$ cat src/rtl/serial_adder_ctrl_if.sv
// Handshake/result bundle for serial_adder_ctrl.
// master: requester side (drives start/operands); slave: the adder controller.
interface serial_adder_ctrl_if #(
  parameter int WIDTH = 8
);
  logic             start;
  logic [WIDTH-1:0] op_a;
  logic [WIDTH-1:0] op_b;
  logic             cin;
  logic             busy;
  logic             done;
  logic [WIDTH-1:0] sum;
  logic             cout;
  logic             ovf;

  modport master (
    output start, op_a, op_b, cin,
    input  busy, done, sum, cout, ovf
  );

  modport slave (
    input  start, op_a, op_b, cin,
    output busy, done, sum, cout, ovf
  );
endinterface

$ cat src/rtl/serial_adder_ctrl.sv
// serial_adder_ctrl: bit-serial adder built around a single 1-bit full-adder
// cell, LSB first, one bit per clock. IDLE -> RUN (WIDTH bit-cycles) -> DONE.
// Result (sum/cout/ovf) is published in one step on the last bit edge and
// held until the next completion.
// Optional feature: define SERIAL_ADDER_OVF_EN to build the signed-overflow
// flag; otherwise ovf is tied to 0 and no overflow logic exists.
module serial_adder_ctrl #(
  parameter int WIDTH = 8
) (
  input logic              clk,
  input logic              rst_n,
  serial_adder_ctrl_if.slave bus
);
  localparam int CW = $clog2(WIDTH) + 1;

  typedef enum logic [1:0] {IDLE, RUN, DONE} state_t;

  state_t           state, state_nxt;
  logic [WIDTH-1:0] a_sh, b_sh;
  logic [WIDTH-2:0] s_sh, s_shift;
  logic [WIDTH-1:0] sum_r;
  logic [CW-1:0]    cnt;
  logic             carry, cout_r;
  logic             fa_s, fa_co, last, accept;

  // the one shared full-adder cell; operands shift right so bit[cnt] is at [0]
  assign fa_s  = a_sh[0] ^ b_sh[0] ^ carry;
  assign fa_co = (a_sh[0] & b_sh[0]) | (carry & (a_sh[0] ^ b_sh[0]));
  assign last  = (cnt == CW'(WIDTH - 1));
  assign accept = (state == IDLE) && bus.start;

  // partial sum collects bits 0..WIDTH-2 entering from the top
  if (WIDTH > 2) begin : g_sh
    assign s_shift = {fa_s, s_sh[WIDTH-2:1]};
  end else begin : g_sh1
    assign s_shift = fa_s;
  end

  // state register
  always_ff @(posedge clk or negedge rst_n) begin
    if (!rst_n) state <= IDLE;
    else        state <= state_nxt;
  end

  // next-state: DONE always returns to IDLE, start only heard in IDLE
  always_comb begin
    state_nxt = state;
    case (state)
      IDLE:    if (bus.start) state_nxt = RUN;
      RUN:     if (last)      state_nxt = DONE;
      DONE:                   state_nxt = IDLE;
      default:                state_nxt = IDLE;
    endcase
  end

  // operand capture, bit-serial datapath and result publication
  always_ff @(posedge clk or negedge rst_n) begin
    if (!rst_n) begin
      a_sh   <= '0;
      b_sh   <= '0;
      s_sh   <= '0;
      carry  <= 1'b0;
      cnt    <= '0;
      sum_r  <= '0;
      cout_r <= 1'b0;
    end else if (accept) begin
      a_sh  <= bus.op_a;
      b_sh  <= bus.op_b;
      carry <= bus.cin;
      cnt   <= '0;
    end else if (state == RUN) begin
      a_sh  <= a_sh >> 1;
      b_sh  <= b_sh >> 1;
      s_sh  <= s_shift;
      carry <= fa_co;
      cnt   <= cnt + CW'(1);
      if (last) begin
        sum_r  <= {fa_s, s_sh};
        cout_r <= fa_co;
      end
    end
  end

`ifdef SERIAL_ADDER_OVF_EN
  logic ovf_r;

  // signed overflow: carry into MSB xor carry out of MSB, updated with sum
  always_ff @(posedge clk or negedge rst_n) begin
    if (!rst_n)                     ovf_r <= 1'b0;
    else if (state == RUN && last)  ovf_r <= carry ^ fa_co;
  end

  assign bus.ovf = ovf_r;
`else
  assign bus.ovf = 1'b0;
`endif

  // status decoded from the state register only
  assign bus.busy = (state == RUN);
  assign bus.done = (state == DONE);
  assign bus.sum  = sum_r;
  assign bus.cout = cout_r;

endmodule

$ cat src/flat_wrapper.sv
// flat-port wrapper written by rule: the top's interface ports become plain ports
module serial_adder_ctrl_flat 
#(
  parameter int WIDTH = 8
)
  (clk, rst_n, bus_start, bus_op_a, bus_op_b, bus_cin, bus_busy, bus_done, bus_sum, bus_cout, bus_ovf);
  serial_adder_ctrl_if #(.WIDTH(WIDTH)) bus_i ();
  input logic clk;
  input logic rst_n;
  input wire logic [$bits(bus_i.start)-1:0] bus_start;
  input wire logic [$bits(bus_i.op_a)-1:0] bus_op_a;
  input wire logic [$bits(bus_i.op_b)-1:0] bus_op_b;
  input wire logic [$bits(bus_i.cin)-1:0] bus_cin;
  output wire logic [$bits(bus_i.busy)-1:0] bus_busy;
  output wire logic [$bits(bus_i.done)-1:0] bus_done;
  output wire logic [$bits(bus_i.sum)-1:0] bus_sum;
  output wire logic [$bits(bus_i.cout)-1:0] bus_cout;
  output wire logic [$bits(bus_i.ovf)-1:0] bus_ovf;
  assign bus_i.start = bus_start;
  assign bus_i.op_a = bus_op_a;
  assign bus_i.op_b = bus_op_b;
  assign bus_i.cin = bus_cin;
  assign bus_busy = bus_i.busy;
  assign bus_done = bus_i.done;
  assign bus_sum = bus_i.sum;
  assign bus_cout = bus_i.cout;
  assign bus_ovf = bus_i.ovf;
  serial_adder_ctrl #(.WIDTH(WIDTH)) u_core (.clk(clk), .rst_n(rst_n), .bus(bus_i));
endmodule
$ cat config.mk
export PLATFORM = sky130hd
export DESIGN_NAME = serial_adder_ctrl_flat
export DESIGN_NICKNAME = d
export VERILOG_FILES = /design/src/rtl/serial_adder_ctrl_if.sv /design/src/rtl/serial_adder_ctrl.sv /design/src/flat_wrapper.sv
export SDC_FILE = /design/constraint.sdc
export NUM_CORES = 1
export LEC_CHECK = 0
export ABC_AREA = 1
export ABC_CLOCK_PERIOD_IN_PS = 1200
export BUFFER_PORTS_ARGS = -buffer_cell sky130_fd_sc_hd__buf_2
export CAP_MARGIN = 15
export CORE_ASPECT_RATIO = 1.2
export CORE_UTILIZATION = 49
export DETAILED_ROUTE_END_ITERATION = 12
export PLACE_DENSITY_LB_ADDON = 0.08
export SLEW_MARGIN = 5
export SYNTH_ARGS = -nofsm -noshare
export SYNTH_HDL_FRONTEND = slang
export SYNTH_SLANG_ARGS = --single-unit
export TNS_END_PERCENT = 20
$ cat constraint.sdc
create_clock -name clk -period 1.2 [get_ports clk]
set_input_delay 0.06 -clock clk [delete_from_list [all_inputs] [get_ports clk]]
set_output_delay 0.06 -clock clk [all_outputs]
set_load 0.03 [all_outputs]
==> reports/qor.csv <==
metric;value;unit
buffer and inverter count on the worst path;1;
flops & latches, synth;39;
FP Rows;23;
Setup TNS;0;ps
Post-Place Worst Slack;-25.36;ps
internal cell power;3.340;mW
FFs w/ async S/R, synth;1.000;
critical path type;flop to flop;
logic gate share of total power;0.429;
# nets final;270;
critical path capture point type;flop;
cell taking the most area after synthesis;dfrtp_1;
RSZ-0062 raised after global routing;yes;
H-tree levels;2;
critical path, cell by cell;ha_2 > nand2_2 > nor2_4 > nand2_4 > buf_12 > nand2_1 > o21ai_2;
Starting DRT DRC Count;65;
area grow syn2layout;32.99;%
cells after synthesis;189;
final wirelength;3.511;mm
fraction of power consumed by the clock network;0.173;
Design Power;5.561;mW
CP startpoint kind;flop;
CTS tree;done;
FMAX;834.7;MHz
leading post-synthesis cells by cell area;dfrtp_1 (57%), nand2_1 (14%), nand3_1 (9.9%), o21ai_2 (3.6%), o21ai_0 (2.6%);
post-synthesis sequential area ratio;0.5669;
die height;66.93;um
die area;3755;sq um
Slowest-stage cell, CP;dfrtp_1;
total congestion overflow;0;
Layout Cells excl Fill;286;
initial antenna violation count;0;
clk_skew;2.778;ps
TritonCTS Buffers;5;
CP peak stage delay;350;ps
synth unique cells;20;
vias in the first global route;1424;
Worst Slack Setup Final;2.026;ps
Detail Route Antenna Nets;0;
IO Count;32;
Clock Tree Buf Depth;2;
status;complete, no violations;
clock root buffer;clkbuf_8;
Layout Utilization;0.6859;
layout cells sized above 1;0.2892;
Worst Path Max Fanout;8;
port bufs;30;
gpl congestion;0.7939;
Final Max Slew Viols;0;
Final setup viols;0;
aggregate global-route resource usage;0.2109;
PD cells;2429;nW/um^2
EDFF count, synth;0;
worst skew pair latency;290;ps
static leakage;1.175;nW
post-DP HPWL;2.216;mm
Storage cell area;975.9;sq um
critical path data required time;1380;ps
drt drc;0;
Sink Count;39;
Clock Pin Slew Worst Setup and Hold Paths;70;ps
share of the synthesized area in the top cell type;0.5669;
Syn. warnings;0;
Top Family by Delay on Critical Path;simple AND/OR/NAND/NOR gates;
diode count;0;
sequential share of power;0.398;
footprint of the multi-input gates;646.9;sq um
Fill cells;255;
Netlist Area Pre-Place;1722;sq um
Avg Cell Area, Syn;9.109;sq um
ys flop type;dfrtp_1;
min Tclk post-route;1198;ps
Vias/cell;5.042;
Initial Utilization;0.5157;
crit path DAT;1380;ps
maximum vdd ir drop;0.001791;V
max cap viols;0;
switching share of power;0.3993;
DR vias;1442;
Hold Path Class;primary input to flop;
Core Region;3338;sq um
first-pass GRT wire length;6.051;mm
Fin. Hold Viols;0;
period utilisation layout;0.9983;
DRT Pass-1 Iters;4;
wire per inst;12.28;um
syn nets;211;
width of the die;56.11;um
switching power;2.221;mW
Inst Count DP;257;
largest net degree at the start of global routing;40;
[placed cells by master (no fill, tap or decap)]
master	instances
a21oi_1	1
buf_12	2
buf_2	28
buf_4	12
buf_6	1
buf_8	1
clkbuf_1	1
clkbuf_8	7
conb_1	1
dfrtp_1	39
dlygate4sd3_1	17
fa_1	1
ha_2	1
inv_1	9
inv_2	2
inv_4	2
nand2_1	59
nand2_2	4
nand2_4	4
nand3_1	34
nor2_1	5
nor2_4	1
o21ai_0	8
o21ai_1	2
o21ai_2	7
[worst register-to-register path, stage by stage (launching register included)]
cell and delay, ps:
dfrtp_1 350, ha_2 190, nand2_2 80, nor2_4 110, nand2_4 90, buf_12 150
nand2_1 70, o21ai_2 60
[final timing paths]
| check | from | endpoint | slack (ps) | cells past startpoint |
|---|---|---|---|---|
| max | u_core.cnt[0]$_DFFE_PN0P_ | u_core.bus.sum[5]$_DFFE_PN0P_ | 2 | 7 |
| min | bus_cin | u_core.carry$_DFFE_PN0P_ | 7 | 3 |
| max reg2reg | u_core.cnt[0]$_DFFE_PN0P_ | u_core.bus.sum[5]$_DFFE_PN0P_ | 2 | 7 |
| min reg2reg | u_core.bus.cout$_DFFE_PN0P_ | u_core.bus.cout$_DFFE_PN0P_ | 480 | 2 |
| max in group asynchronous | rst_n | u_core.b_sh[5]$_DFFE_PN0P_ | 740 | 3 |
| min in group asynchronous | rst_n | u_core.state[1]$_DFFE_PN0P_ | 250 | 3 |
[layer usage]
| layer | part of all wire | GRT usage | up-vias |
|---|---|---|---|
| met3 | 0.034 | 0.06019 | 6 |
| met4 | 0.017 | 0.09451 | 0 |
| li1 | - | - | 718 |
| met2 | 0.52 | 0.3616 | 27 |
| met5 | 0 | 0 | - |
| met1 | 0.43 | 0.2456 | 691 |
[cells in the mapped netlist, types with 2 or more instances]
master / count
buf_6: 2
nand2_1: 62
buf_2: 3
nor2_1: 5
inv_1: 10
nand2_2: 3
o21ai_2: 7
dfrtp_1: 39
o21ai_0: 9
nand3_1: 34
buf_4: 4
nand2_4: 2
inv_2: 2
[state kept, by name, indices dropped and copies added, names as in the netlist]
signal           cells
u_core.a_sh          8
u_core.b_sh          8
u_core.bus.sum       8
u_core.s_sh          7
u_core.cnt           4
u_core.state         2
u_core.bus.cout      1
u_core.carry         1
[logic make-up after synthesis]
family | count (synthesis) | synth area share
simple gates | 107 | 0.2754
fa+ha+maj | 2 | 0.01889
compound gates | 18 | 0.06758
buf+inv | 22 | 0.06904
flops | 39 | 0.5669
other cells | 1 | 0.002178
[stage by stage]
step / hold slack [ps] / cell area, sq um
after floorplan: -235.6 / 1722
after global placement: 41.88 / 1951
after detailed placement: 43.23 / 1951
after CTS: 2.460 / 2262
after global routing: 13.30 / 2290
final: 6.551 / 2290
[power by group through the flow]
stage               clock network (mW)  logic, mW  registers (mW)
floorplan                            0       1.34            2.44
global placement                     0       2.10            2.20
detailed placement                   0       2.16            2.22
CTS                              0.990       2.34            2.20
global route                      1.04       2.65            2.28
finish                           0.961       2.38            2.22
[final cells by class]
cell class | instances | share of cell area
flip-flops and latches | 39 | 0.4262
multi-input cells | 128 | 0.2825
repair buffers | 61 | 0.2038
clock buffers | 8 | 0.04372
inverters | 13 | 0.02350
well taps | 37 | 0.02022
[what timing repair did]
action / CTS / global route
pin swaps: 0 / 3
gates resized for setup: 6 / 10
hold endpoints to repair: 55 / 0
hold buffers: 17 / 0
endpoints found under the setup margin: 2 / 29
cloned: 0 / 0
buffers inserted: 3 / 1
Note: power is estimated with default switching activity, not from simulation.
